--- src/rtl/seg7_time_display_if.sv ---
// Time-to-display bus: binary time fields and blank in, multiplexed
// segment/anode/decimal-point drive out.
interface seg7_time_display_if;
  logic [7:0] hours_disp;
  logic [7:0] min_disp;
  logic [7:0] sec_disp;
  logic       blank;
  logic [6:0] seg;
  logic [5:0] an;
  logic       dp;

  modport master (output hours_disp, min_disp, sec_disp, blank,
                  input  seg, an, dp);
  modport slave  (input  hours_disp, min_disp, sec_disp, blank,
                  output seg, an, dp);
endinterface

--- src/rtl/seg7_time_display.sv ---
// Six-digit HH.MM.SS multiplexed common-anode 7-segment driver. The time is
// snapshotted once per scan frame so a frame never mixes old and new digits.
module seg7_bcd_field (
  input  logic [7:0]      v,
  output logic [1:0][6:0] code   // [0] = units, [1] = tens
);
  function automatic logic [6:0] seg_of(input logic [3:0] d);
    case (d)
      4'd0:    seg_of = 7'h40;
      4'd1:    seg_of = 7'h79;
      4'd2:    seg_of = 7'h24;
      4'd3:    seg_of = 7'h30;
      4'd4:    seg_of = 7'h19;
      4'd5:    seg_of = 7'h12;
      4'd6:    seg_of = 7'h02;
      4'd7:    seg_of = 7'h78;
      4'd8:    seg_of = 7'h00;
      4'd9:    seg_of = 7'h10;
      default: seg_of = 7'h7F;
    endcase
  endfunction

  always_comb begin
    code = {2{7'h3F}};
    // Values above 99 have no two-digit form; both digits show a dash.
    if (v <= 8'd99) begin
      code[1] = seg_of(4'(v / 8'd10));
      code[0] = seg_of(4'(v % 8'd10));
    end
  end
endmodule

module seg7_time_display #(
  parameter int REFRESH_DIV = 100000,
  parameter int CNT_W       = 17
) (
  input  logic               clk,
  input  logic               reset,
  seg7_time_display_if.slave dif
);
  localparam int NUM_FIELDS = 3;   // [0] sec, [1] min, [2] hrs

  logic [CNT_W-1:0]                  div_cnt;
  logic [2:0]                        dig;
  logic [NUM_FIELDS-1:0][7:0]        snap;
  logic [NUM_FIELDS-1:0][7:0]        time_in;
  logic [NUM_FIELDS-1:0][1:0][6:0]   codes;
  logic [2*NUM_FIELDS-1:0][6:0]      digit_codes;
  logic                              wrap;
  logic [6:0]                        seg_nxt, seg_q;
  logic [5:0]                        an_nxt, an_q;
  logic                              dp_nxt, dp_q;

  assign time_in     = {dif.hours_disp, dif.min_disp, dif.sec_disp};
  assign wrap        = (div_cnt == CNT_W'(REFRESH_DIV - 1));
  assign digit_codes = codes;

  generate
    for (genvar i = 0; i < NUM_FIELDS; i++) begin : g_field
      seg7_bcd_field u_field (.v(snap[i]), .code(codes[i]));
    end
  endgenerate

  always_ff @(posedge clk) begin
    if (reset) begin
      div_cnt <= '0;
      dig     <= '0;
      snap    <= '0;
    end else begin
      div_cnt <= wrap ? '0 : div_cnt + 1'b1;
      if (wrap) dig <= (dig == 3'd5) ? 3'd0 : dig + 3'd1;
      // Capture on the last cycle of the frame; held for the whole next frame.
      if (wrap && dig == 3'd5) snap <= time_in;
    end
  end

  always_comb begin
    seg_nxt = 7'h7F;
    an_nxt  = 6'h3F;
    dp_nxt  = 1'b1;
    if (dig <= 3'd5) begin
      seg_nxt = digit_codes[dig];
      an_nxt  = ~(6'b1 << dig);
      dp_nxt  = !(dig == 3'd2 || dig == 3'd4);
    end
  end

  always_ff @(posedge clk) begin
    if (reset || dif.blank) begin
      seg_q <= 7'h7F;
      an_q  <= 6'h3F;
      dp_q  <= 1'b1;
    end else begin
      seg_q <= seg_nxt;
      an_q  <= an_nxt;
      dp_q  <= dp_nxt;
    end
  end

  assign dif.seg = seg_q;
  assign dif.an  = an_q;
  assign dif.dp  = dp_q;
endmodule

--- src/flat_wrapper.sv ---
// flat-port wrapper written by rule: the top's interface ports become plain ports
module seg7_time_display_flat 
#(
  parameter int REFRESH_DIV = 100000,
  parameter int CNT_W       = 17
)
  (clk, reset, dif_hours_disp, dif_min_disp, dif_sec_disp, dif_blank, dif_seg, dif_an, dif_dp);
  seg7_time_display_if dif_i ();
  input  logic clk;
  input  logic reset;
  input wire logic [$bits(dif_i.hours_disp)-1:0] dif_hours_disp;
  input wire logic [$bits(dif_i.min_disp)-1:0] dif_min_disp;
  input wire logic [$bits(dif_i.sec_disp)-1:0] dif_sec_disp;
  input wire logic [$bits(dif_i.blank)-1:0] dif_blank;
  output wire logic [$bits(dif_i.seg)-1:0] dif_seg;
  output wire logic [$bits(dif_i.an)-1:0] dif_an;
  output wire logic [$bits(dif_i.dp)-1:0] dif_dp;
  assign dif_i.hours_disp = dif_hours_disp;
  assign dif_i.min_disp = dif_min_disp;
  assign dif_i.sec_disp = dif_sec_disp;
  assign dif_i.blank = dif_blank;
  assign dif_seg = dif_i.seg;
  assign dif_an = dif_i.an;
  assign dif_dp = dif_i.dp;
  seg7_time_display #(.REFRESH_DIV(REFRESH_DIV), .CNT_W(CNT_W)) u_core (.clk(clk), .reset(reset), .dif(dif_i));
endmodule
--- config.mk ---
export PLATFORM = sky130hd
export DESIGN_NAME = seg7_time_display_flat
export DESIGN_NICKNAME = d
export VERILOG_FILES = /design/src/rtl/seg7_time_display_if.sv /design/src/rtl/seg7_time_display.sv /design/src/flat_wrapper.sv
export SDC_FILE = /design/constraint.sdc
export NUM_CORES = 1
export LEC_CHECK = 0
export ABC_AREA = 1
export CORE_MARGIN = 2
export CORE_UTILIZATION = 40
export CTS_BUF_LIST = sky130_fd_sc_hd__clkbuf_8
export CTS_CLUSTER_DIAMETER = 60
export DETAILED_ROUTE_END_ITERATION = 16
export MAX_ROUTING_LAYER = met4
export PLACE_DENSITY = 0.61
export REMOVE_ABC_BUFFERS = 1
export SLEW_MARGIN = 10
export SYNTH_ARGS = -nofsm -noshare
export SYNTH_HDL_FRONTEND = slang
export SYNTH_HIERARCHICAL = 1
export SYNTH_SLANG_ARGS = --single-unit
--- constraint.sdc ---
create_clock -name clk -period 4.3 [get_ports clk]
set_input_delay 0.43 -clock clk [delete_from_list [all_inputs] [get_ports clk]]
set_output_delay 0.43 -clock clk [all_outputs]
set_load 0.02 [all_outputs]
Word-level counts from Yosys, hierarchy flattened
Memories as Yosys holds them, arrays and structs flattened.
Index checks and enable logic that the tools add are counted.
W data, S select, Z words.

storage, ports and cells
  register bits = 58
  ROM bits = 672
  input bits = 27
  output and inout port bits = 14
  memories = 6

operators by class
  add/subtract/negate cells = 2
  divide/modulo/power cells = 6
  magnitude comparators = 5
  equality and inequality tests = 4
  shift-type cells = 1
  muxes and demuxes = 6
  bitwise gates (word level) = 2
  reductions and logical operators = 6

memory list
  name             words  bits a word  rd ports  clocked after Yosys merged registers in  write ports  RTL line                RTL
  (no name shown)  16     7            1         0                                        0            seg7_time_display.sv:8  case (d)
  (no name shown)  16     7            1         0                                        0            seg7_time_display.sv:8
  (no name shown)  16     7            1         0                                        0            seg7_time_display.sv:8
  (no name shown)  16     7            1         0                                        0            seg7_time_display.sv:8
  (no name shown)  16     7            1         0                                        0            seg7_time_display.sv:8
  (no name shown)  16     7            1         0                                        0            seg7_time_display.sv:8

operators with widths
  kind                     number
  $mux W14                 3
  $div A8 B4 Y8 const B    3
  $le A8 B7 Y1 const B     3
  $mod A8 B4 Y8 const B    3
  $bmux W7 S3              1
  $add A17 B1 Y17 const B  1
  $eq A17 B17 Y1 const B   1
  $mux W7                  1
  $eq A3 B3 Y1 const B     2
  $not A6 Y6               1
  $shl A1 B3 Y6 const A    1
  $lt A3 B4 Y1 const B     1
  $reduce_or A2 Y1         2
  $add A3 B1 Y3 const B    1
  $eq A3 B2 Y1 const B     1
  $le A3 B3 Y1 const B     1
  $mux W3                  1
  $logic_or A1 B1 Y1       2
  $logic_and A1 B1 Y1      1
  $logic_not A1 Y1         1
  $not A1 Y1               1

Depth between registers and ports, before layout
Gate-level depths: netlist of run 1.
An unclocked memory read counts as a cell.

  word-level depth = 5
  depth in mapped cells = 33

Modules after synthesis
The synthesis of run 1 kept the hierarchy.

by module, submodules not included
  module             instances  cells an instance  area an instance (um^2)  seq. area each (um^2)
  seg7_time_display  1          446                2912.8                   1161.1
  seg7_bcd_field     3          153                893.4                    0.0

Least setup slack after synthesis of run 1
Ideal clock, no wire load.

  kind = register to register
  from = register u_core/snap[7] in the netlist's numbering
  to = register u_core.seg_q[3] (netlist: u_core/dif.seg[3])
  setup time = 129 ps
  data arrival time = 2775 ps
  required time = 4171 ps
  path slack = 1395 ps
  cell stages (with the launch flop) = 28
  buffers on the path = 0
  period minus slack after synthesis = 2905 ps
  path through = dfxtp_1 inv_1 o21ai_1 nand2_1 nand2_1 nand2_1 a21oi_4 nand2_4 nand2_4 nand2_2 nand2_2 inv_2 nand2_2 nand3_2 nand2_4 nand2_4 nand2_8 nand2_8 nand2_1 nand2_1 ha_1 nand3b_1 nand3_1 nand2_1 nand2_1 nand4_1 nand2_1 nand3_1

RTL lines
  element                   RTL line                 RTL
  start: declaration        seg7_time_display.sv:45  logic [NUM_FIELDS-1:0][7:0] snap;
  start signal: assignment  seg7_time_display.sv:73  if (wrap && dig == 3'd5) snap <= time_in;
  end signal: assignment    seg7_time_display.sv:94  seg_q <= seg_nxt;
  end: declaration          seg7_time_display.sv:50  logic [6:0] seg_nxt, seg_q;

==> results of run 1 <==
[worst register-to-register path, delay by kind of cell (launching register included)]
kind                     cells  cell delay [ns]
adder cells (fa/ha/maj)      1             0.28
flip-flops                   1             0.42
buffers and inverters        6             0.45
AND/OR/NAND/NOR             24             2.10
[power by group through the flow]
stage                     logic (mW)  registers (mW)  clock network [mW]
after floorplan               0.0203           0.562                   0
after global placement        0.0636           0.558                   0
after detailed placement      0.0634           0.558                   0
after CTS                     0.0637           0.546               0.535
after global routing          0.0695           0.546               0.555
final                         0.0626           0.546               0.515
[metrics by stage]
step / worst slack [ns] / cells / cell area [um^2] / power (mW) / util (%)
global route: 0.5186 / 1124 / 6321 / 1.170 / 45.89
finish: 0.9251 / 1124 / 6321 / 1.123 / 45.89
global placement: 0.9344 / 1108 / 6126 / 0.6215 / 44.48
CTS: 0.9057 / 1124 / 6321 / 1.144 / 45.89
floorplan: 1.379 / 886 / 5485 / 0.5821 / -
detailed placement: 0.9241 / 1108 / 6126 / 0.6214 / 44.48
[registers in the layout, summed over array words and instances, names as in the netlist]
name,flops
u_core/dif.seg,7
u_core/div_cnt,17
u_core/dif.an,6
u_core/snap,24
u_core/dig,3
u_core/dif.dp,1
[how the worst max path moves through the flow]
| stage | endpoint | slack (ns) | depth (start not counted) |
|---|---|---|---|
| finish | u_core/dif.seg[3] | 0.93 | 31 |
| global route | u_core/dif.seg[3] | 0.52 | 27 |
| CTS | u_core/dif.seg[0] | 0.91 | 31 |
| detailed placement | u_core/dif.seg[0] | 0.92 | 31 |
| global placement | u_core/dif.seg[0] | 0.93 | 31 |
| floorplan | u_core/dif.seg[3] | 1.38 | 27 |
[kinds of logic after synthesis]
logic type / Yosys count / share of synthesized area [%]
AOI/OAI and AO/OA: 60 / 6.510
buffers and inverters: 190 / 13.40
and+or+nand+nor: 558 / 51.07
DFF: 58 / 20.76
adders and majority gates: 32 / 7.159
xor gates and xnor gates: 7 / 1.096
[per-layer routing]
layer / up-vias / share of wire, % / global-route usage [%]
li1: 2913 / - / -
met1: 2442 / 51 / 25.54
met2: 84 / 44 / 30.35
met3: 16 / 3.5 / 3.578
met4: 0 / 1.2 / 5.747
met5: - / 0 / -
[cell type report]
type	instances	share of cell area (%)
clock buffer	10	2.177
clock inverter	6	0.9105
inverter	171	10.15
multi-input combinational	657	58.25
sequential	58	18.37
tap	180	3.563
timing repair buffer	42	6.572
[cell usage in the layout, fill, tap and decap left out, drive strengths merged]
cell / Yosys / final
clkbuf: 5 / 10
nand3b: 9 / 9
or2: 5 / 5
dfxtp: 58 / 58
a31oi: 3 / 3
buf: 14 / 2
o211ai: 3 / 3
bufinv: 0 / 1
nand2: 312 / 312
nor2: 73 / 73
nand4: 43 / 43
xnor2: 2 / 2
inv: 167 / 168
nor3: 6 / 6
xor2: 5 / 5
clkdlybuf4s50: 0 / 40
a22oi: 3 / 3
clkinv: 4 / 8
ha: 32 / 32
a21oi: 23 / 23
o21ai: 28 / 28
nand3: 110 / 110
==> summary.txt, run 1 <==
Routing
  – ANT nets after route: 0
  – DRT Wirelength: between 10 and 15 mm
  – Vias per cell: just under 5
  – Drt first pass iters: 5
  – Detailed Route Iter0 Violations: roughly 370
  – Remaining DRCs: 0
  – Routed length per instance: between 10 and 15 um
  – Via Count: roughly 5500

Timing
  – Fin. max-slew vios: 0
  – Worst-margin pin slew: about 1.0 ns
  – Hold slack: between 0.4 and 0.5 ns
  – Final Skew: just under 0.01 ns
  – Final hold vios: 0
  – RSZ-0062 raised after global routing: false
  – Final period utilization: ~80%
  – Setup Viol. Count Final: 0
  – Slew HR: roughly a third
  – Setup_tns: 0 ns
  – Max Fclk: roughly 300 MHz
  – Min Tclk post-route: ~3.4 ns

Synthesis
  – Cells after Synth: approximately 910
  – Yosys warnings: 6
  – Share of the synthesized area in the top cell type: 20.76%
  – Number of synthesized register bits: 58
  – Synth top cells by count: nand2_1, inv_1, nand3_1
  – Async SR Flop Fraction: 0%
  – Top FF cell, synth: dfxtp_1
  – Synth area leader: dfxtp_1
  – Top-count cell post-synth: nand2_1
  – Seq/Total Area, Yosys: between 20% and 30%
  – Largest cells by area after synthesis: dfxtp_1, nand2_1, nand3_1, inv_1, ha_1
  – Distinct cells, synth: 35
  – Post-synth EDFFs: 0
  – Post-Synthesis Mean Instance Area: approximately 6.2 um^2
  – Cell area after synthesis: approximately 0.0056 mm^2

Floorplan
  – Initial core utilization: between 40% and 50%
  – Site Rows: 43
  – Area of the die: 0.01494 mm^2
  – Boundary Pins: just over 40
  – Die Ht: 122.2 um
  – Die W: about 120 um
  – Core area: between 0.01 and 0.015 mm^2

Setup path
  – Crit Path Max Fanout: 10
  – Reg2reg setup slack: 0.93 ns
  – CP Launch Type: register
  – Largest delay share family, worst path: simple AND/OR/NAND/NOR gates
  – Reg2reg path depth: 31
  – Arr. time, crit path: approximately 3.6 ns
  – Worst r2r src: u_core/snap[13]
  – Critical path capture point type: register
  – CP bufs+invs: 6
  – CP Launch Point: u_core/snap[13]
  – Slowest CP cell: dfxtp_1
  – Max incr delay on CP: between 0.4 and 0.5 ns
  – Most frequent CP cell: nand2_2
  – WP data required: approximately 4.5 ns
  – R2R Path End: u_core/dif.seg[3]
  – Critical path class: register to register

CTS
  – CTS root buffer: clkbuf_8
  – Sink Count: 58
  – Skew-Pair Late Insertion Delay: approximately 0.36 ns
  – Post-CTS Setup Repair Bufs: 0
  – Hold buffers post-CTS: 0
  – Max clock buf depth: 2
  – H-tree lvl count: 3
  – Clock Pin Slew Worst Setup and Hold Paths: approximately 0.070 ns
  – CTS Buf Count: 9
  – CTS tree: done
  – Post-cts repair resize count: 0

Place
  – Hpwl dp: ~9.7 mm
  – Port bufs: 40
  – Routability-driven placement congestion ratio: roughly 0.92

Global route
  – Vias in the first global route: about 5000
  – All-layer global routing usage: about a fifth
  – Global route overflow: 0
  – Initial antenna violation count: 0
  – First-pass GRT wire length: roughly 23 mm
  – Largest net degree at the start of global routing: 34

Layout
  – Fill cell count: 1495
  – Synth-to-layout area growth: 13.02%
  – Diodes inserted: 0
  – Layout cell share with drive strength beyond 1: ~15%
  – Reg area: 0.001161 mm^2
  – Multi-input logic area: 0.003682 mm^2
  – Final Net Count: 998

Pwr
  – Share of total power in sequential cells: 48.6%
  – PwrDens: between 150 and 200 mW/mm^2
  – Net Sw Power: 267.6 uW
  – Lkg Pwr: around 3.1 nW
  – P_int: between 800 and 900 uW
  – Switching Share: 23.82%
  – Clk pwr share: a little under half
  – Peak VDD IR: about 150 uV
  – Comb power frac: 5.6%

Min path
  – Hold Path Class: register to register
  – Hold path endpoint: u_core/div_cnt[0]
  – Hold Startpoint: u_core/div_cnt[0]
  – Hold Crit Depth: 1

Run
  – Max cap viols: 0

Run status
  – Status: finished clean
No activity file was read; power rests on OpenSTA's default activity.
==> run 2, diff against run 1 <==
==> constraint.sdc (replaced) <==
create_clock -name clk -period 3.15 [get_ports clk]
set_input_delay 0.315 -clock clk [delete_from_list [all_inputs] [get_ports clk]]
set_output_delay 0.315 -clock clk [all_outputs]
set_load 0.02 [all_outputs]
==> run 2 against run 1 <==
Combinational power up 37%; sequential power increased by 35%; highest routed layer unchanged; clock power is 18% higher; worst hold slack improved by 0.0030 ns; register-to-register slack got worse by 0.80 ns; first-iteration DRC count fell by 22%; die area stayed put; routed wire length grew 4.1%.
==> summary.txt, run 2 (synthesis results as in run 1) <==
Timing
  – Fin. max-slew vios: 0 (unchanged)
  – RSZ-0062 raised after global routing: true
  – Max Fclk: 331.1 MHz (+12%)
  – Worst-margin pin slew: 0.6114 ns (-0.3967 ns)
  – Final hold vios: 0 (unchanged)
  – Slew HR: 59.09% (+27 points)
  – Hold slack: 0.4521 ns (+0.003016 ns)
  – Final period utilization: 95.89% (+17 points)
  – Final Skew: 0.007257 ns (-0.002504 ns)
  – Setup Viol. Count Final: 0 (unchanged)
  – Min Tclk post-route: 3.021 ns (-0.3543 ns)

Setup path
  – Most frequent CP cell: nand2_4
  – Critical path capture point type: register
  – Reg2reg setup slack: 0.13 ns (-0.80 ns)
  – Worst r2r src: u_core/snap[13]
  – Max incr delay on CP: 0.38 ns (-0.04 ns)
  – WP data required: 3.37 ns (-1.16 ns)
  – Crit Path Max Fanout: 6 (-4)
  – Critical path class: register to register
  – R2R Path End: u_core/dif.seg[4]
  – Reg2reg path depth: 28 (-9.7%)
  – CP Launch Type: register
  – Arr. time, crit path: 3.24 ns (-0.36 ns)
  – Largest delay share family, worst path: simple AND/OR/NAND/NOR gates
  – Slowest CP cell: dfxtp_4
  – CP bufs+invs: 4 (-2)

Place
  – Port bufs: 40 (unchanged)
  – Routability-driven placement congestion ratio: 0.8653 (-6.4%)
  – Hpwl dp: 9.978 mm (+2.6%)

Layout
  – Diodes inserted: 0 (unchanged)
  – Final Net Count: 1042 (+4.4%)
  – Fill cell count: 1469 (-1.7%)
  – Post-layout util: 50.58% (+4.7 points)
  – Largest Register: u_core/snap
  – Synth-to-layout area growth: 24.56%
  – Commonest non-fill, non-tap cells in the layout: nand2_1, inv_1, nand3_1, nor2_1, dfxtp_1
  – Layout cell share with drive strength beyond 1: 24.85% (+9.5 points)
  – Multi-input logic area: 0.003965 mm^2 (+7.7%)
  – Most common cell after layout, fill and taps aside: nand2_1
  – Reg area: 0.001195 mm^2 (+2.9%)
  – Max reg flops: 24 (unchanged)

Run status
  – Status: finished clean

Min path
  – Hold Path Class: register to register
  – Hold Startpoint: u_core/div_cnt[0]
  – Hold path endpoint: u_core/div_cnt[0]
  – Hold Crit Depth: 1 (unchanged)

Routing
  – Via Count: 5508 (+0.97%)
  – Vias per cell: 4.724 (-2.7%)
  – Drt first pass iters: 5 (unchanged)
  – ANT nets after route: 0 (unchanged)
  – Remaining DRCs: 0 (unchanged)
  – Detailed Route Iter0 Violations: 287 (-22%)
  – Routed length per instance: 11.82 um (+0.35%)
  – DRT Wirelength: 13.78 mm (+4.1%)

Pwr
  – Switching Share: 25.19% (+1.4 points)
  – PwrDens: 205.7 mW/mm^2 (+16%)
  – Peak VDD IR: 284.7 uV (+96%)
  – Share of total power in sequential cells: 51.4% (+2.8 points)
  – Clk pwr share: 42.6% (-3.3 points)
  – Lkg Pwr: 3.462 nW (+10%)
  – Comb power frac: 6.0% (+0.4 points)
  – P_int: 1.072 mW (+25%)
  – Net Sw Power: 361.0 uW (+35%)

Global route
  – Vias in the first global route: 4950 (-0.040%)
  – All-layer global routing usage: 19.36% (-0.036 points)
  – Largest net degree at the start of global routing: 27 (-21%)
  – First-pass GRT wire length: 22.52 mm (-0.37%)
  – Initial antenna violation count: 0 (unchanged)
  – Global route overflow: 0 (unchanged)

Run
  – Max cap viols: 0 (unchanged)

Floorplan
  – Die W: 122.2 um (unchanged)
  – Area of the die: 0.01494 mm^2 (unchanged)
  – Boundary Pins: 41 (unchanged)
  – Die Ht: 122.2 um (unchanged)
  – Site Rows: 43 (unchanged)
  – Initial core utilization: 40.61% (unchanged)
  – Core area: 0.01377 mm^2 (unchanged)

CTS
  – Max clock buf depth: 2 (unchanged)
  – Skew-Pair Late Insertion Delay: 0.36 ns (about the same)
  – Sink Count: 58 (unchanged)
  – CTS tree: done
  – H-tree lvl count: 3 (unchanged)
  – Clock Pin Slew Worst Setup and Hold Paths: 0.07 ns (about the same)
  – CTS root buffer: clkbuf_8
  – CTS Buf Count: 9 (unchanged)
  – Hold buffers post-CTS: 0 (unchanged)
run 2: changes by cell type in the layout (fill, tap and decap cells not counted), moves of 8 or more:
cell	previous run	this run
inv_1	131	123
buf_4	2	44
nand3_1	99	88
nand2_2	28	36
nand2_4	21	30
nand2_1	257	240
dfxtp_4	0	9
inv_4	0	11
dfxtp_1	58	49
run 2: worst max path at each step:
| stage | start | end | cells after the start |
|---|---|---|---|
| 2_1_floorplan | u_core/snap[7] | u_core/dif.seg[3] | 27 |
| 3_3_place_gp | u_core/snap[23] | u_core/dif.seg[3] | 25 |
| 3_5_place_dp | u_core/snap[5] | u_core/dif.seg[3] | 27 |
| 4_1_cts | u_core/snap[5] | u_core/dif.seg[3] | 27 |
| 5_1_grt | u_core/snap[13] | u_core/dif.seg[6] | 29 |
| 6_report | u_core/snap[13] | u_core/dif.seg[4] | 28 |
run 2: what timing repair did:
item,4_1_cts,5_1_grt
setup endpoints to repair,0,7
buffers inserted,0,6
gates resized for setup,0,105
run 2: power by group through the flow:
stage,sequential [mW],clock (mW),combinational (mW)
4_1_cts,0.745,0.647,0.0867
2_1_floorplan,0.767,0,0.0277
3_5_place_dp,0.762,0,0.0863
6_report,0.737,0.610,0.0856
3_3_place_gp,0.762,0,0.0867
5_1_grt,0.737,0.669,0.0957
run 2: final cells by class:
class | count | area share [%]
timing repair buffer | 86 | 10.81
tap | 180 | 3.233
clock inverter | 4 | 0.3053
inverter | 171 | 9.608
sequential | 58 | 17.15
multi-input combinational | 657 | 56.91
clock buffer | 10 | 1.976
run 2: metrics by stage:
step / TNS [ns] / setup WS (ns) / area [um^2] / power [mW] / cells
3_3_place_gp: 0 / 0.07320 / 6411 / 0.8485 / 1146
6_report: 0 / 0.1293 / 6967 / 1.433 / 1166
5_1_grt: -0.6971 / -0.1350 / 6967 / 1.502 / 1166
4_1_cts: 0 / 0.03122 / 6570 / 1.479 / 1160
2_1_floorplan: 0 / 0.2286 / 5485 / 0.7947 / 886
3_5_place_dp: 0 / 0.04095 / 6411 / 0.8481 / 1146
run 2: worst register-to-register path, delay by kind of cell, from the launching register on:
family	cells	cell delay, ns
AOI/OAI and AO/OA	2	0.23
buffers and inverters	4	0.31
adders and majority gates	1	0.15
DFF	1	0.38
and+or+nand+nor	21	1.81
run 2: per-layer routing:
layer | share of wire (%) | up-vias | track usage, % | wire length [um]
met5 | 0 | - | - | 0
met4 | 1.5 | 0 | 5.101 | 201
met3 | 3.7 | 16 | 4.229 | 507
met2 | 46 | 86 | 29.79 | 6327
met1 | 49 | 2413 | 25.75 | 6740
li1 | - | 2993 | - | -
==> run 3, diff against run 2 <==
--- a/config.mk
+++ b/config.mk
@@ -6,6 +6,7 @@
 export NUM_CORES = 1
 export LEC_CHECK = 0
 export ABC_AREA = 1
+export CAP_MARGIN = 20
 export CORE_MARGIN = 2
 export CORE_UTILIZATION = 40
 export CTS_BUF_LIST = sky130_fd_sc_hd__clkbuf_8
@@ -14,6 +15,7 @@
 export MAX_ROUTING_LAYER = met4
 export PLACE_DENSITY = 0.61
 export REMOVE_ABC_BUFFERS = 1
+export SKIP_CTS_REPAIR_TIMING = 1
 export SLEW_MARGIN = 10
 export SYNTH_ARGS = -nofsm -noshare
 export SYNTH_HDL_FRONTEND = slang
==> results of run 3 <==
The final DEF is identical to that of run 2; final timing and power are the same.
